--- config.mk ---
export PLATFORM = sky130hd
export DESIGN_NAME = sdr_ch3_arbiter
export DESIGN_NICKNAME = d
export VERILOG_FILES = /design/src/rtl/m72_pkg.sv /design/src/rtl/sdr_arb_pick.sv /design/src/rtl/sdr_ch3_arbiter.sv
export SDC_FILE = /design/constraint.sdc
export NUM_CORES = 1
export LEC_CHECK = 0
export BUFFER_PORTS_ARGS = -buffer_cell sky130_fd_sc_hd__buf_2
export CORE_ASPECT_RATIO = 1.1
export CORE_MARGIN = 2
export CORE_UTILIZATION = 40
export CTS_CLUSTER_SIZE = 40
export DETAILED_ROUTE_END_ITERATION = 10
export PLACE_DENSITY = 0.81
export SKIP_LAST_GASP = 1
export SYNTH_ARGS = -nofsm -noshare
export SYNTH_HDL_FRONTEND = slang
export SYNTH_SLANG_ARGS = --single-unit
--- constraint.sdc ---
create_clock -name clk -period 1.84 [get_ports clk]
set_input_delay 0.092 -clock clk [delete_from_list [all_inputs] [get_ports clk]]
set_output_delay 0.092 -clock clk [all_outputs]
set_load 0.02 [all_outputs]
--- src/rtl/m72_pkg.sv ---
// Shared types for the SDRAM channel 3 arbiter: requester ids, FSM states
// and the latched downstream command.
package m72_pkg;

  typedef enum logic [1:0] {SRC_NONE, SRC_ROM, SRC_CPU, SRC_AUX} arb_src_t;
  typedef enum logic [1:0] {ST_IDLE, ST_WAIT, ST_DONE} arb_state_t;

  typedef struct packed {
    logic [23:0] addr;
    logic [15:0] din;
    logic [1:0]  be;
    logic        rnw;
  } arb_cmd_t;

  localparam arb_cmd_t CMD_RESET = '{addr: 24'h0, din: 16'h0, be: 2'b00, rnw: 1'b1};

  function automatic logic [7:0] sat_inc(input logic [7:0] v, input logic [7:0] lim);
    return (v >= lim) ? lim : v + 8'd1;
  endfunction

endpackage

--- src/rtl/sdr_arb_pick.sv ---
// Combinational winner selection: ROM > CPU > aux, aux promoted over CPU
// when starving; CPU and aux are locked out during ROM download.
module sdr_arb_pick
  import m72_pkg::*;
(
  input  logic     rom_req,
  input  logic     cpu_req,
  input  logic     aux_req,
  input  logic     dl_active,
  input  logic     promote,
  output arb_src_t src
);

  always_comb begin
    src = SRC_NONE;
    if (rom_req) src = SRC_ROM;
    else if (!dl_active) begin
      if (promote && aux_req) src = SRC_AUX;
      else if (cpu_req)       src = SRC_CPU;
      else if (aux_req)       src = SRC_AUX;
    end
  end

endmodule

--- src/rtl/sdr_ch3_arbiter.sv ---
// Sequential arbiter sharing SDRAM channel 3 between ROM loader, CPU and an
// aux port; one downstream transaction in flight at a time.
module sdr_ch3_arbiter
  import m72_pkg::*;
#(
  parameter int STARVE_LIMIT = 8
) (
  input  logic        clk,
  input  logic        reset,
  input  logic        dl_active,

  input  logic        rom_req,
  input  logic [23:0] rom_addr,
  input  logic [15:0] rom_din,
  input  logic [1:0]  rom_be,
  output logic        rom_rdy,

  input  logic        cpu_req,
  input  logic [23:0] cpu_addr,
  input  logic [15:0] cpu_din,
  input  logic [1:0]  cpu_be,
  input  logic        cpu_rnw,
  output logic [15:0] cpu_dout,
  output logic        cpu_rdy,

  input  logic        aux_req,
  input  logic [23:0] aux_addr,
  input  logic [15:0] aux_din,
  input  logic [1:0]  aux_be,
  input  logic        aux_rnw,
  output logic [15:0] aux_dout,
  output logic        aux_rdy,

  output logic [23:0] ch3_addr,
  output logic [15:0] ch3_din,
  output logic [1:0]  ch3_be,
  output logic        ch3_rnw,
  output logic        ch3_req,
  input  logic [15:0] ch3_dout,
  input  logic        ch3_ready,

  output logic        busy,
  output arb_src_t    grant
);

  arb_state_t state, state_nxt;
  arb_src_t   win;
  arb_cmd_t   cmd, win_cmd;
  logic [7:0] starve_cnt;
  logic       promote;

  assign promote = (starve_cnt == 8'(STARVE_LIMIT));

  sdr_arb_pick u_pick (
    .rom_req   (rom_req),
    .cpu_req   (cpu_req),
    .aux_req   (aux_req),
    .dl_active (dl_active),
    .promote   (promote),
    .src       (win)
  );

  // ROM loader only ever writes, so its rnw is forced low here.
  always_comb begin
    win_cmd = CMD_RESET;
    case (win)
      SRC_ROM: win_cmd = '{rom_addr, rom_din, rom_be, 1'b0};
      SRC_CPU: win_cmd = '{cpu_addr, cpu_din, cpu_be, cpu_rnw};
      SRC_AUX: win_cmd = '{aux_addr, aux_din, aux_be, aux_rnw};
      default: win_cmd = CMD_RESET;
    endcase
  end

  always_ff @(posedge clk) begin
    if (reset) state <= ST_IDLE;
    else       state <= state_nxt;
  end

  always_comb begin
    state_nxt = state;
    case (state)
      ST_IDLE: if (win != SRC_NONE) state_nxt = ST_WAIT;
      ST_WAIT: if (ch3_ready)       state_nxt = ST_DONE;
      ST_DONE:                      state_nxt = ST_IDLE;
      default:                      state_nxt = ST_IDLE;
    endcase
  end

  always_comb begin
    busy    = (state != ST_IDLE);
    rom_rdy = (state == ST_DONE) && (grant == SRC_ROM);
    cpu_rdy = (state == ST_DONE) && (grant == SRC_CPU);
    aux_rdy = (state == ST_DONE) && (grant == SRC_AUX);
  end

  always_ff @(posedge clk) begin
    if (reset) begin
      cmd        <= CMD_RESET;
      ch3_req    <= 1'b0;
      grant      <= SRC_NONE;
      starve_cnt <= 8'd0;
      cpu_dout   <= 16'h0;
      aux_dout   <= 16'h0;
    end else begin
      ch3_req <= 1'b0;
      case (state)
        ST_IDLE: if (win != SRC_NONE) begin
          cmd     <= win_cmd;
          grant   <= win;
          ch3_req <= 1'b1;
          // Count CPU wins only while aux is actually waiting.
          if (win == SRC_CPU)
            starve_cnt <= aux_req ? sat_inc(starve_cnt, 8'(STARVE_LIMIT)) : 8'd0;
          else if (win == SRC_AUX)
            starve_cnt <= 8'd0;
        end
        ST_WAIT: if (ch3_ready && cmd.rnw) begin
          if (grant == SRC_CPU) cpu_dout <= ch3_dout;
          if (grant == SRC_AUX) aux_dout <= ch3_dout;
        end
        ST_DONE: grant <= SRC_NONE;
        default: ;
      endcase
    end
  end

  assign ch3_addr = cmd.addr;
  assign ch3_din  = cmd.din;
  assign ch3_be   = cmd.be;
  assign ch3_rnw  = cmd.rnw;

endmodule

==> flow_metrics.py, run 1 <==
metrics = {
    "detailed_routing": {
        "route.detailed.drc": 0,
        "drt_iter0_drc": 340,
        "drt-wirelength-per-cell_um": 19.4,
        "drt_wl_total_um": 16300,
        "vias_per_cell": 5.72,
        "drt_pre_antenna_iters": 5,
        "vias": 4822,
        "drtAntennaViolNets": 0,
    },
    "setup_path": {
        "cp.depth": 8,
        "setup.worst_path.end_class": "register",
        "cp.arrival_ns": 2.13,
        "path_cells": "inv_2 > ha_4 > and3b_2 > a31oi_4 > buf_6 > clkbuf_16 > a221oi_2 > a211oi_1",
        "slowest_stage": "dfxtp_4",
        "setup.worst_path.start_class": "register",
        "r2r.worst_path.cells": 8,
        "worstSetupPathType": "register to register",
        "reg2reg_from": "starve_cnt[0]$_SDFFE_PP0P_",
        "crit_path_start": "starve_cnt[0]$_SDFFE_PP0P_",
        "path_buf_inv": 3,
        "slowest_delay_ns": 0.38,
        "required_ns": 2.10,
        "cp_max_fo": 5,
        "critPathTopFamily": "compound AO/OA/AOI/OAI gates",
    },
    "global_routing": {
        "gr-total-overflow": 0,
        "antenna_found_initial": 0,
        "grt_max_degree": 43,
        "grt.total_usage_pct": 25.7,
        "grt_first_pass_wirelength_um": 22000,
        "grt_pass1_vias": 4492,
    },
    "cts": {
        "cts.path.max_buffers": 2,
        "numCtsBuffers": 9,
        "clkLatencyLatePin_ns": 0.36,
        "clock_sinks": 88,
        "htree_num_levels": 3,
        "cts_root_buf": "clkbuf_8",
        "cts.clk_slew.worst_paths_ns": 0.09,
        "cts_tree": "done",
    },
    "finish": {
        "regArea_um2": 1770,
        "antennaDiodeCount": 0,
        "finalNetCount": 872,
        "final_cell_area_um2": 6330,
        "area_growth_pct": 60.5,
        "multi_input_area_um2": 2090,
        "fillers": 747,
        "layout-drive-gt1-share_pct": 44.4,
    },
    "timing": {
        "fin_crit_ns": 1.86,
        "finalHoldViolCount": 0,
        "fin_crit_sh_pct": 101,
        "fmaxAchievable_mhz": 537,
        "relSlewSlack_pct": 59.2,
        "rsz0062_at_grt": "true",
        "worst_slew_pin_slew_ns": 0.613,
        "slew_viol_final": 0,
        "clock_skew_ns": 0.0159,
        "fin_ws_ns": -0.0228,
        "setup_viol": 2,
    },
    "floorplan": {
        "die_h_um": 108,
        "core_um2": 9750,
        "dieArea_um2": 10700,
        "fp.dieW_um": 98.7,
        "initial_core_util_pct": 40.5,
        "rows": 38,
        "pin_count": 233,
    },
    "job": {
        "drv_cap": 0,
    },
    "synth": {
        "yosysWarnings": 0,
        "synthCells": 427,
        "syn_area_um2": 3950,
        "synth-seq-cells": 88,
        "avgSynthCellArea_um2": 9.24,
        "synth_edf_count": 0,
        "synthArstFlopShare_pct": 0,
        "synth_ff_type": "dfxtp_1",
        "synth_nets": 580,
        "synth_cell_types": 38,
        "yosysSeqAreaShare_pct": 44.6,
    },
    "placement": {
        "numPortBuffers": 232,
        "dp.final_hpwl_um": 9780,
        "pre_cts_slack_ns": 0.0502,
        "place_congestion": 0.818,
        "place_area_um2": 5270,
    },
    "worst_hold_path": {
        "hold_class": "primary input to register",
        "hold_depth": 3,
        "hp-start": "ch3_dout[1]",
    },
    "power_and_ir_drop": {
        "power.leakage_nw": 2.79,
        "power_density_nw_per_um2": 717,
        "vdd_drop_max_v": 0.000413,
    },
    "run_status": {
        "violations": "negative setup slack",
        "run_status": "finished, violations left",
    },
}
-- synth_stat cells (2+ instances only) --
cell type	number	area share (%)
nor2_1	82	7.8
buf_2	10	1.3
nand2_1	9	0.86
nand3_1	47	6.0
clkbuf_1	18	1.7
a21oi_1	7	0.89
inv_1	6	0.57
ha_1	2	0.63
nand4b_1	2	0.44
nor4_1	3	0.48
dfxtp_1	88	45
nor2_2	2	0.32
and2_1	3	0.48
buf_6	8	2.3
a2111oi_0	2	0.44
a221oi_1	35	7.8
nor3_1	3	0.38
a221oi_2	7	2.7
nor3b_1	2	0.38
a211oi_1	42	8.0
mux2i_1	32	8.1
-- repair_timing --
item | 4_1_cts | 5_1_grt
hold buffers | 54 | 0
endpoints found under the hold margin | 63 | 0
buffers inserted | 0 | 4
resized for setup | 0 | 31
endpoints found under the setup margin | 0 | 38
-- sequential cells by signal (all words and copies together) (netlist names) --
signal / flops
starve_cnt: 8
cpu_dout: 16
ch3_req: 1
state: 2
ch3_rnw: 1
aux_dout: 16
grant: 2
ch3_be: 2
ch3_din: 16
ch3_addr: 24
-- power breakdown --
group	internal, mW	total (mW)	switching, mW
clock	0.554	1.25	0.694
combinational	0.529	1.20	0.670
sequential	2.02	2.09	0.0708
total	3.10	4.54	1.44
-- worst reg2reg max path, stage by stage, from the launching register on --
cell and delay (ns):
dfxtp_4 0.38, inv_2 0.05, ha_4 0.15, and3b_2 0.23, a31oi_4 0.27, buf_6 0.17
clkbuf_16 0.16, a221oi_2 0.06, a211oi_1 0.30
-- cell families (layout without fill, tap and decap cells) --
logic type,Yosys count,after routing,synth area share [%]
adder cells (fa/ha/maj),2,2,0.634
buffers and inverters,43,339,6.06
AO/OA/AOI/OAI,101,101,21.9
multiplexers,32,32,8.12
flip-flops,88,88,44.6
AND/OR/NAND/NOR,161,161,18.7
-- per-layer routing --
metal	vias to the layer above	global-route usage [%]	routed length [um]
li1	2175	-	-
met2	352	43.8	7960
met5	-	0	0
met3	60	6.01	1570
met1	2235	30.5	6210
met4	0	12.5	580
-- cells in the final DEF, fill, tap and decap left out, drive strengths merged, types with 6 or more instances in the layout --
cell | synthesis | layout
nand2 | 9 | 9
a211oi | 42 | 42
buf | 18 | 259
mux2i | 32 | 32
clkbuf | 18 | 17
nand3 | 47 | 47
a21oi | 7 | 7
nor2 | 84 | 84
a221oi | 42 | 42
inv | 6 | 6
dfxtp | 88 | 88
dlygate4sd3 | 0 | 54
-- layout make-up --
cell class / count / area share, %
multi-input cells: 296 / 33.0
well taps: 120 / 2.37
repair buffers: 318 / 33.6
inverters: 6 / 0.356
flip-flops and latches: 88 / 27.9
clock buffers: 12 / 2.45
clock inverters: 3 / 0.277
-- worst paths after layout --
path              slack, ns                   endpoint
setup reg to reg      -0.02  ch3_addr[12]$_SDFFE_PP0P_
setup / recovery      -0.02  ch3_addr[12]$_SDFFE_PP0P_
hold reg to reg        0.50    ch3_din[8]$_SDFFE_PP0P_
hold / removal         0.02   cpu_dout[1]$_SDFFE_PP0P_
-- stage by stage --
stage / setup TNS [ns] / power [mW] / utilization, % / hold slack, ns / cells
2_1_floorplan: 0 / 2.66 / - / 0.209 / 427
3_3_place_gp: 0 / 3.08 / 54.0 / 0.320 / 761
3_5_place_dp: 0 / 3.10 / 54.0 / 0.353 / 761
4_1_cts: 0 / 4.41 / 61.3 / 0.00339 / 830
5_1_grt: -0.199 / 4.71 / 65.0 / 0.0292 / 843
6_report: -0.0232 / 4.54 / 65.0 / 0.0171 / 843
No activity file was read; power rests on OpenSTA's default activity.
==> inputs of run 2 (changes only) <==
Settings changed: ABC_AREA set to 1, PLACE_DENSITY 0.81 to 0.78, SETUP_SLACK_MARGIN set to 0.3.
==> run 2 against run 1 <==
Effect of this change: via count grew 12%; synthesized area grew 14%; the run now ends clean; utilization shrank 6.8 points; synthesized cell count grew 54%; largest cell class is now multi-input gates; cell count grew 22%; global-route usage shrank 1.5 points; critical path depth grew 2; critical endpoint is now ch3_addr[23]$_SDFFE_PP0P_; largest power group unchanged; routed wire length shrank 3.6%; maximum frequency grew 18%; die area grew 14%; sequential cell count is the same; sequential share of layout area shrank 0.18 points.
==> flow_metrics.py, run 2 <==
metrics = {
    "run_status": {
        "run_status": "finished, final reports clean",
    },
    "timing": {
        "slew_viol_final": 0,
        "fin_ws_ns": 0.268,
        "worst_slew_pin_slew_ns": 0.515,
        "finalHoldViolCount": 0,
        "relSlewSlack_pct": 65.7,
        "whs_ns": 0.0280,
        "fmaxAchievable_mhz": 636,
        "fin_crit_sh_pct": 85.5,
        "fin_setup_tns_ns": 0,
        "clock_skew_ns": 0.00849,
        "fin_crit_ns": 1.57,
        "rsz0062_at_grt": "true",
        "setup_viol": 0,
    },
    "setup_path": {
        "slowest_stage": "dfxtp_2",
        "cp_max_fo": 6,
        "slowest_delay_ns": 0.33,
        "cp_common_cell": "nand3_1",
        "worstSetupPathType": "register to register",
        "required_ns": 2.08,
        "setup.worst_path.start_class": "register",
        "setup.worst_path.end_class": "register",
        "path_cells": "inv_2 > ha_4 > nand3_4 > o21ai_4 > nand2_4 > clkbuf_16 > nand3_1 > nand3_1 > nand2_1 > inv_1",
        "cp.arrival_ns": 1.81,
    },
    "floorplan": {
        "rows": 40,
        "pin_count": 233,
        "dieArea_um2": 12200,
        "core_um2": 11000,
        "initial_core_util_pct": 41.2,
        "die_h_um": 115,
        "fp.dieW_um": 105,
    },
    "power_and_ir_drop": {
        "switching_share_pct": 31.5,
        "vdd_drop_max_v": 0.000434,
        "power_frac_seq_pct": 40.6,
        "power_frac_comb_pct": 23.9,
        "power_density_nw_per_um2": 810,
        "power.leakage_nw": 3.18,
        "switching_power_mw": 1.63,
        "clockPowerShare_pct": 35.5,
        "power.internal_mw": 3.54,
    },
    "detailed_routing": {
        "vias_per_cell": 5.26,
        "vias": 5390,
        "drt_pre_antenna_iters": 5,
        "route.detailed.drc": 0,
        "drtAntennaViolNets": 0,
        "drt_iter0_drc": 386,
        "drt_wl_total_um": 15700,
        "drt-wirelength-per-cell_um": 15.3,
    },
    "finish": {
        "finalNetCount": 1026,
        "largest_reg_flops": 24,
        "layout-drive-gt1-share_pct": 39.2,
        "multi_input_area_um2": 2450,
        "final_cell_mix": "buf_2 (232), nand3_1 (98), nor2_1 (93), dfxtp_1 (84), nand2_1 (82)",
        "regArea_um2": 1770,
        "final_common_cell": "buf_2",
        "fillers": 1080,
        "area_growth_pct": 41.2,
    },
    "synth": {
        "avgSynthCellArea_um2": 6.87,
        "synth_edf_count": 0,
        "synth_common_cells": "nand3_1 (123), nor2_1 (94), dfxtp_1 (88), nand2_1 (82), a21oi_1 (71)",
        "synth-seq-cells": 88,
        "synth.area.top_cells": "dfxtp_1 (39%), nand3_1 (14%), a21oi_1 (7.9%), nor2_1 (7.8%), nand2_1 (6.8%)",
        "yosysSeqAreaShare_pct": 39.0,
        "synth_xor_area_share_pct": 0,
        "synth_compound_area_share_pct": 10.6,
        "synth_nets": 810,
        "syn_area_um2": 4520,
        "synth_top_area_share_pct": 39.0,
        "synth-simple-area-share_pct": 39.2,
        "synth_ff_type": "dfxtp_1",
        "yosysMostFrequentCell": "nand3_1",
        "synthAdderAreaFrac_pct": 0.554,
        "muxShareOfSynthArea_pct": 0,
        "synthArstFlopShare_pct": 0,
        "yosysWarnings": 0,
        "post-synth-top-area-cell": "dfxtp_1",
        "synthCells": 657,
        "synth_cell_types": 26,
        "synth_top_family_by_area": "simple AND/OR/NAND/NOR gates",
    },
    "cts": {
        "cts.clk_slew.worst_paths_ns": 0.07,
        "htree_num_levels": 3,
        "cts.path.max_buffers": 2,
        "holdBufCountCts": 0,
        "cts_root_buf": "clkbuf_16",
        "clock_sinks": 88,
        "numCtsBuffers": 9,
        "cts_tree": "done",
        "clkLatencyLatePin_ns": 0.34,
    },
    "placement": {
        "pre_cts_slack_ns": 0.224,
        "place_congestion": 0.851,
        "numPortBuffers": 232,
        "dp.final_hpwl_um": 10600,
    },
    "global_routing": {
        "grt_max_degree": 49,
        "grt_first_pass_wirelength_um": 23500,
        "gr-total-overflow": 0,
        "grt_pass1_vias": 4899,
        "antenna_found_initial": 0,
        "grt.total_usage_pct": 24.2,
    },
    "worst_hold_path": {
        "hold_class": "primary input to register",
    },
    "job": {
        "drv_cap": 0,
    },
}
[run 2: cell types whose count changed after synthesis, sizes merged, moves of 5 or more]
cell,previous run,this run
nand2,9,96
nand3,47,123
a21oi,7,81
inv,6,58
nand4,0,48
a211oi,42,0
a221oi,42,0
mux2i,32,0
nor2,84,97
buf,18,28
clkbuf,18,23
[run 2: final timing paths]
path | start | endpoint | slack (ns) | depth (start not counted)
min reg2reg | starve_cnt[4]$_SDFFE_PP0P_ | starve_cnt[4]$_SDFFE_PP0P_ | 0.46 | 2
max | starve_cnt[0]$_SDFFE_PP0P_ | ch3_addr[23]$_SDFFE_PP0P_ | 0.27 | 10
max reg2reg | starve_cnt[0]$_SDFFE_PP0P_ | ch3_addr[23]$_SDFFE_PP0P_ | 0.27 | 10
min | ch3_dout[3] | cpu_dout[3]$_SDFFE_PP0P_ | 0.03 | 3
[run 2: logic make-up (layout without fill, tap and decap cells)]
kind of cell | count (synthesis) | in the layout
other cells | 0 | 1
buf+inv | 110 | 330
fa+ha+maj | 2 | 2
flops | 88 | 88
simple gates | 372 | 372
compound gates | 85 | 85
[run 2: layer usage]
| metal | GRT usage, % | part of all wire (%) | vias to the layer above |
|---|---|---|---|
| li1 | - | - | 2635 |
| met1 | 28.8 | 39 | 2454 |
| met2 | 41.7 | 50 | 275 |
| met3 | 6.07 | 8.8 | 26 |
| met4 | 10.6 | 1.9 | 0 |
| met5 | 0 | 0 | - |
[run 2: power groups by stage]
stage               combinational, mW  sequential, mW  clock [mW]
floorplan                       0.577            2.28           0
global placement                 1.16            2.13           0
detailed placement               1.16            2.14           0
CTS                              1.17            2.09        1.86
global route                     1.36            2.11        1.95
finish                           1.24            2.10        1.83
[run 2: final cells by class]
type	count	share of cell area [%]
multi-input combinational	459	38.5
sequential	88	27.7
timing repair buffer	256	22.7
inverter	59	3.57
clock buffer	9	3.53
tap	147	2.89
clock inverter	6	1.08
antenna	1	0.0393
[run 2: worst max-delay path: cells and delay by family, from the launching register on]
family	cells	cell delay (ns)
buffers and inverters	3	0.32
DFF	1	0.33
adders and majority gates	1	0.14
AOI/OAI and AO/OA	1	0.23
and+or+nand+nor	5	0.44
[run 2: timing repair]
item                       CTS  global route
gates resized for setup      2            41
setup endpoints to repair   45            73
pin swaps                    1            13
buffers inserted             0             1
gates cloned                 0             5
[run 2: per-stage QoR]
stage / total power [mW] / instance area (um2) / util (%) / std cells
3_3_place_gp: 3.29 / 5780 / 52.7 / 1003
4_1_cts: 5.13 / 6080 / 55.5 / 1018
5_1_grt: 5.42 / 6370 / 58.1 / 1024
6_report: 5.17 / 6370 / 58.2 / 1025
3_5_place_dp: 3.30 / 5780 / 52.7 / 1003
2_1_floorplan: 2.85 / 4520 / - / 657
==> inputs of run 3 (changes only) <==
Settings changed: CORE_MARGIN 2 to unset, CORE_UTILIZATION 40 to 46, PLACE_DENSITY 0.78 to 0.87.
Clock period 1.84 ns to 1.7 ns, I/O delays scaled along.
==> run 3 against run 2 <==
Effect of this change: first-iteration DRC count fell by 18%; register-to-register slack got worse by 0.04 ns; critical endpoint is now ch3_addr[2]$_SDFFE_PP0P_; count of clock-buffer cells in the layout rose by 4; highest routed layer is now met5; total power fell by 1.2%; utilization rose by 10 points; die area fell by 16%; global-route usage rose by 6.1 points; combinational power rose by 10%.
==> flow_metrics.py, run 3 (same netlist as run 2, synthesis figures left out) <==
metrics = {
    "detailed_routing": {
        "vias_per_cell": 5.41,
        "drt-wirelength-per-cell_um": 15.7,
        "drtAntennaViolNets": 0,
        "vias": 5486,
        "drt_pre_antenna_iters": 5,
        "drt_wl_total_um": 16000,
        "drt_iter0_drc": 316,
        "route.detailed.drc": 0,
    },
    "global_routing": {
        "antenna_found_initial": 3,
        "grt_max_degree": 85,
        "gr-total-overflow": 0,
        "grt_pass1_vias": 5053,
        "grt_first_pass_wirelength_um": 23900,
        "grt.total_usage_pct": 30.3,
    },
    "setup_path": {
        "reg2reg_from": "starve_cnt[0]$_SDFFE_PP0P_",
        "regToRegSetupSlack_ns": 0.23,
        "required_ns": 2.01,
        "setup.worst_path.end_class": "register",
        "r2r.worst_path.cells": 9,
        "setup.worst_path.start_class": "register",
        "slowest_stage": "dfxtp_2",
        "cp_max_fo": 43,
        "r2r-end": "ch3_addr[2]$_SDFFE_PP0P_",
        "cp.arrival_ns": 1.78,
        "slowest_delay_ns": 0.35,
        "path_cells": "inv_2 > ha_4 > nand3_2 > o21ai_4 > buf_12 > nand4_1 > nand3_1 > nand2_1 > inv_1",
        "worstSetupPathType": "register to register",
    },
    "timing": {
        "finalHoldViolCount": 0,
        "fin_crit_sh_pct": 86.4,
        "slew_viol_final": 0,
        "setup_viol": 0,
        "fin_setup_tns_ns": 0,
        "clock_skew_ns": 0.00725,
        "fin_crit_ns": 1.47,
        "worst_slew_pin_slew_ns": 0.468,
        "fin_ws_ns": 0.231,
        "rsz0062_at_grt": "true",
        "relSlewSlack_pct": 68.8,
        "fmaxAchievable_mhz": 681,
    },
    "finish": {
        "final_cells": 1014,
        "final_common_cell": "buf_2",
        "finalNetCount": 1044,
        "area_growth_pct": 42.7,
        "largest_reg_flops": 24,
        "layout-drive-gt1-share_pct": 39.3,
        "final_cell_mix": "buf_2 (229), nand3_1 (102), nor2_1 (91), dfxtp_1 (82), nand2_1 (81)",
    },
    "worst_hold_path": {
        "hold_class": "primary input to register",
        "hold_depth": 5,
        "hp-start": "rom_addr[9]",
        "worstHoldEndpoint": "ch3_addr[9]$_SDFFE_PP0P_",
    },
    "floorplan": {
        "dieArea_um2": 10200,
        "rows": 37,
        "pin_count": 233,
        "core_um2": 9440,
        "die_h_um": 106,
        "fp.dieW_um": 96.5,
        "initial_core_util_pct": 47.8,
    },
    "power_and_ir_drop": {
        "power.internal_mw": 3.42,
        "clockPowerShare_pct": 28.7,
        "switching_share_pct": 33.1,
        "switching_power_mw": 1.69,
        "power_frac_seq_pct": 44.5,
        "power.leakage_nw": 3.19,
        "power_density_nw_per_um2": 792,
        "vdd_drop_max_v": 0.000503,
        "power_frac_comb_pct": 26.9,
        "finalPower_mw": 5.10,
    },
    "cts": {
        "clock_sinks": 88,
        "htree_num_levels": 3,
        "cts.clk_slew.worst_paths_ns": 0.09,
        "cts.path.max_buffers": 2,
        "numCtsBuffers": 9,
        "clkLatencyLatePin_ns": 0.36,
        "cts_tree": "done",
        "cts_root_buf": "clkbuf_8",
    },
    "placement": {
        "place_congestion": 0.874,
        "pre_cts_slack_ns": 0.187,
        "dp.final_hpwl_um": 10800,
        "place_inst": 976,
        "numPortBuffers": 232,
    },
    "run_status": {
        "run_status": "finished, final reports clean",
    },
    "job": {
        "drv_cap": 0,
    },
}
[run 3: cell count changes in the layout (fill, tap and decap cells not counted), sizes merged]
cell,change
dlygate4sd3,+17
nand2,+1
clkbuf,+1
bufinv,-1
clkinv,-1
buf,+3
clkinvlp,-1
[run 3: worst max-delay path: cells and delay by family (launching register included)]
kind                       cells  cell delay (ns)
AOI/OAI and AO/OA              1             0.20
adders and majority gates      1             0.12
buffers and inverters          3             0.39
DFF                            1             0.35
and+or+nand+nor                4             0.35
[run 3: final cells by class]
cell class	instances	area (um2)
multi-input combinational	460	2480
clock inverter	3	22.5
tap	117	146
sequential	88	1780
timing repair buffer	273	1610
antenna	1	2.50
clock buffer	13	179
inverter	59	229
fill	784	3000
[run 3: worst max path at each step]
| stage | depth (start not counted) | slack [ns] | end | from |
|---|---|---|---|---|
| final | 9 | 0.23 | ch3_addr[2]$_SDFFE_PP0P_ | starve_cnt[0]$_SDFFE_PP0P_ |
| after global routing | 9 | 0.13 | ch3_addr[4]$_SDFFE_PP0P_ | starve_cnt[0]$_SDFFE_PP0P_ |
| after CTS | 9 | 0.25 | ch3_din[0]$_SDFFE_PP0P_ | starve_cnt[0]$_SDFFE_PP0P_ |
| after detailed placement | 9 | 0.19 | ch3_din[15]$_SDFFE_PP0P_ | starve_cnt[7]$_SDFFE_PP0P_ |
| after global placement | 9 | 0.21 | grant[1]$_SDFFE_PP0P_ | aux_req |
| after floorplan | 6 | 0.27 | aux_dout[10]$_SDFFE_PP0P_ | grant[0]$_SDFFE_PP0P_ |
[run 3: repair_timing]
action                                 in CTS  in global routing
pin swaps                                   0                 10
hold buffers                               17                  0
buffers inserted                            0                  3
endpoints found under the hold margin      26                  0
gates resized for setup                    12                 19
cloned                                      0                  1
setup endpoints to repair                  50                 80
[run 3: routing by layer]
layer  up-vias  routed length, um  GRT usage, %
met5         -                 23             0
met4         4                485          15.5
met3        41               1440          7.51
met2       293               7790          50.1
met1      2480               6200          35.7
li1       2668                  -             -
[run 3: per-stage QoR]
step	hold WS [ns]	util [%]	area, um2
final	0.0222	68.2	6440
after global routing	0.0310	68.2	6440
after CTS	0.00902	67.2	6340
after detailed placement	0.375	62.7	5920
after global placement	0.370	62.7	5920
after floorplan	0.249	-	4670
[run 3: power by group through the flow]
stage,logic (mW),registers (mW),clock network [mW]
floorplan,0.642,2.47,0
global placement,1.29,2.31,0
detailed placement,1.30,2.31,0
CTS,1.34,2.27,1.49
global route,1.51,2.29,1.61
finish,1.37,2.27,1.46
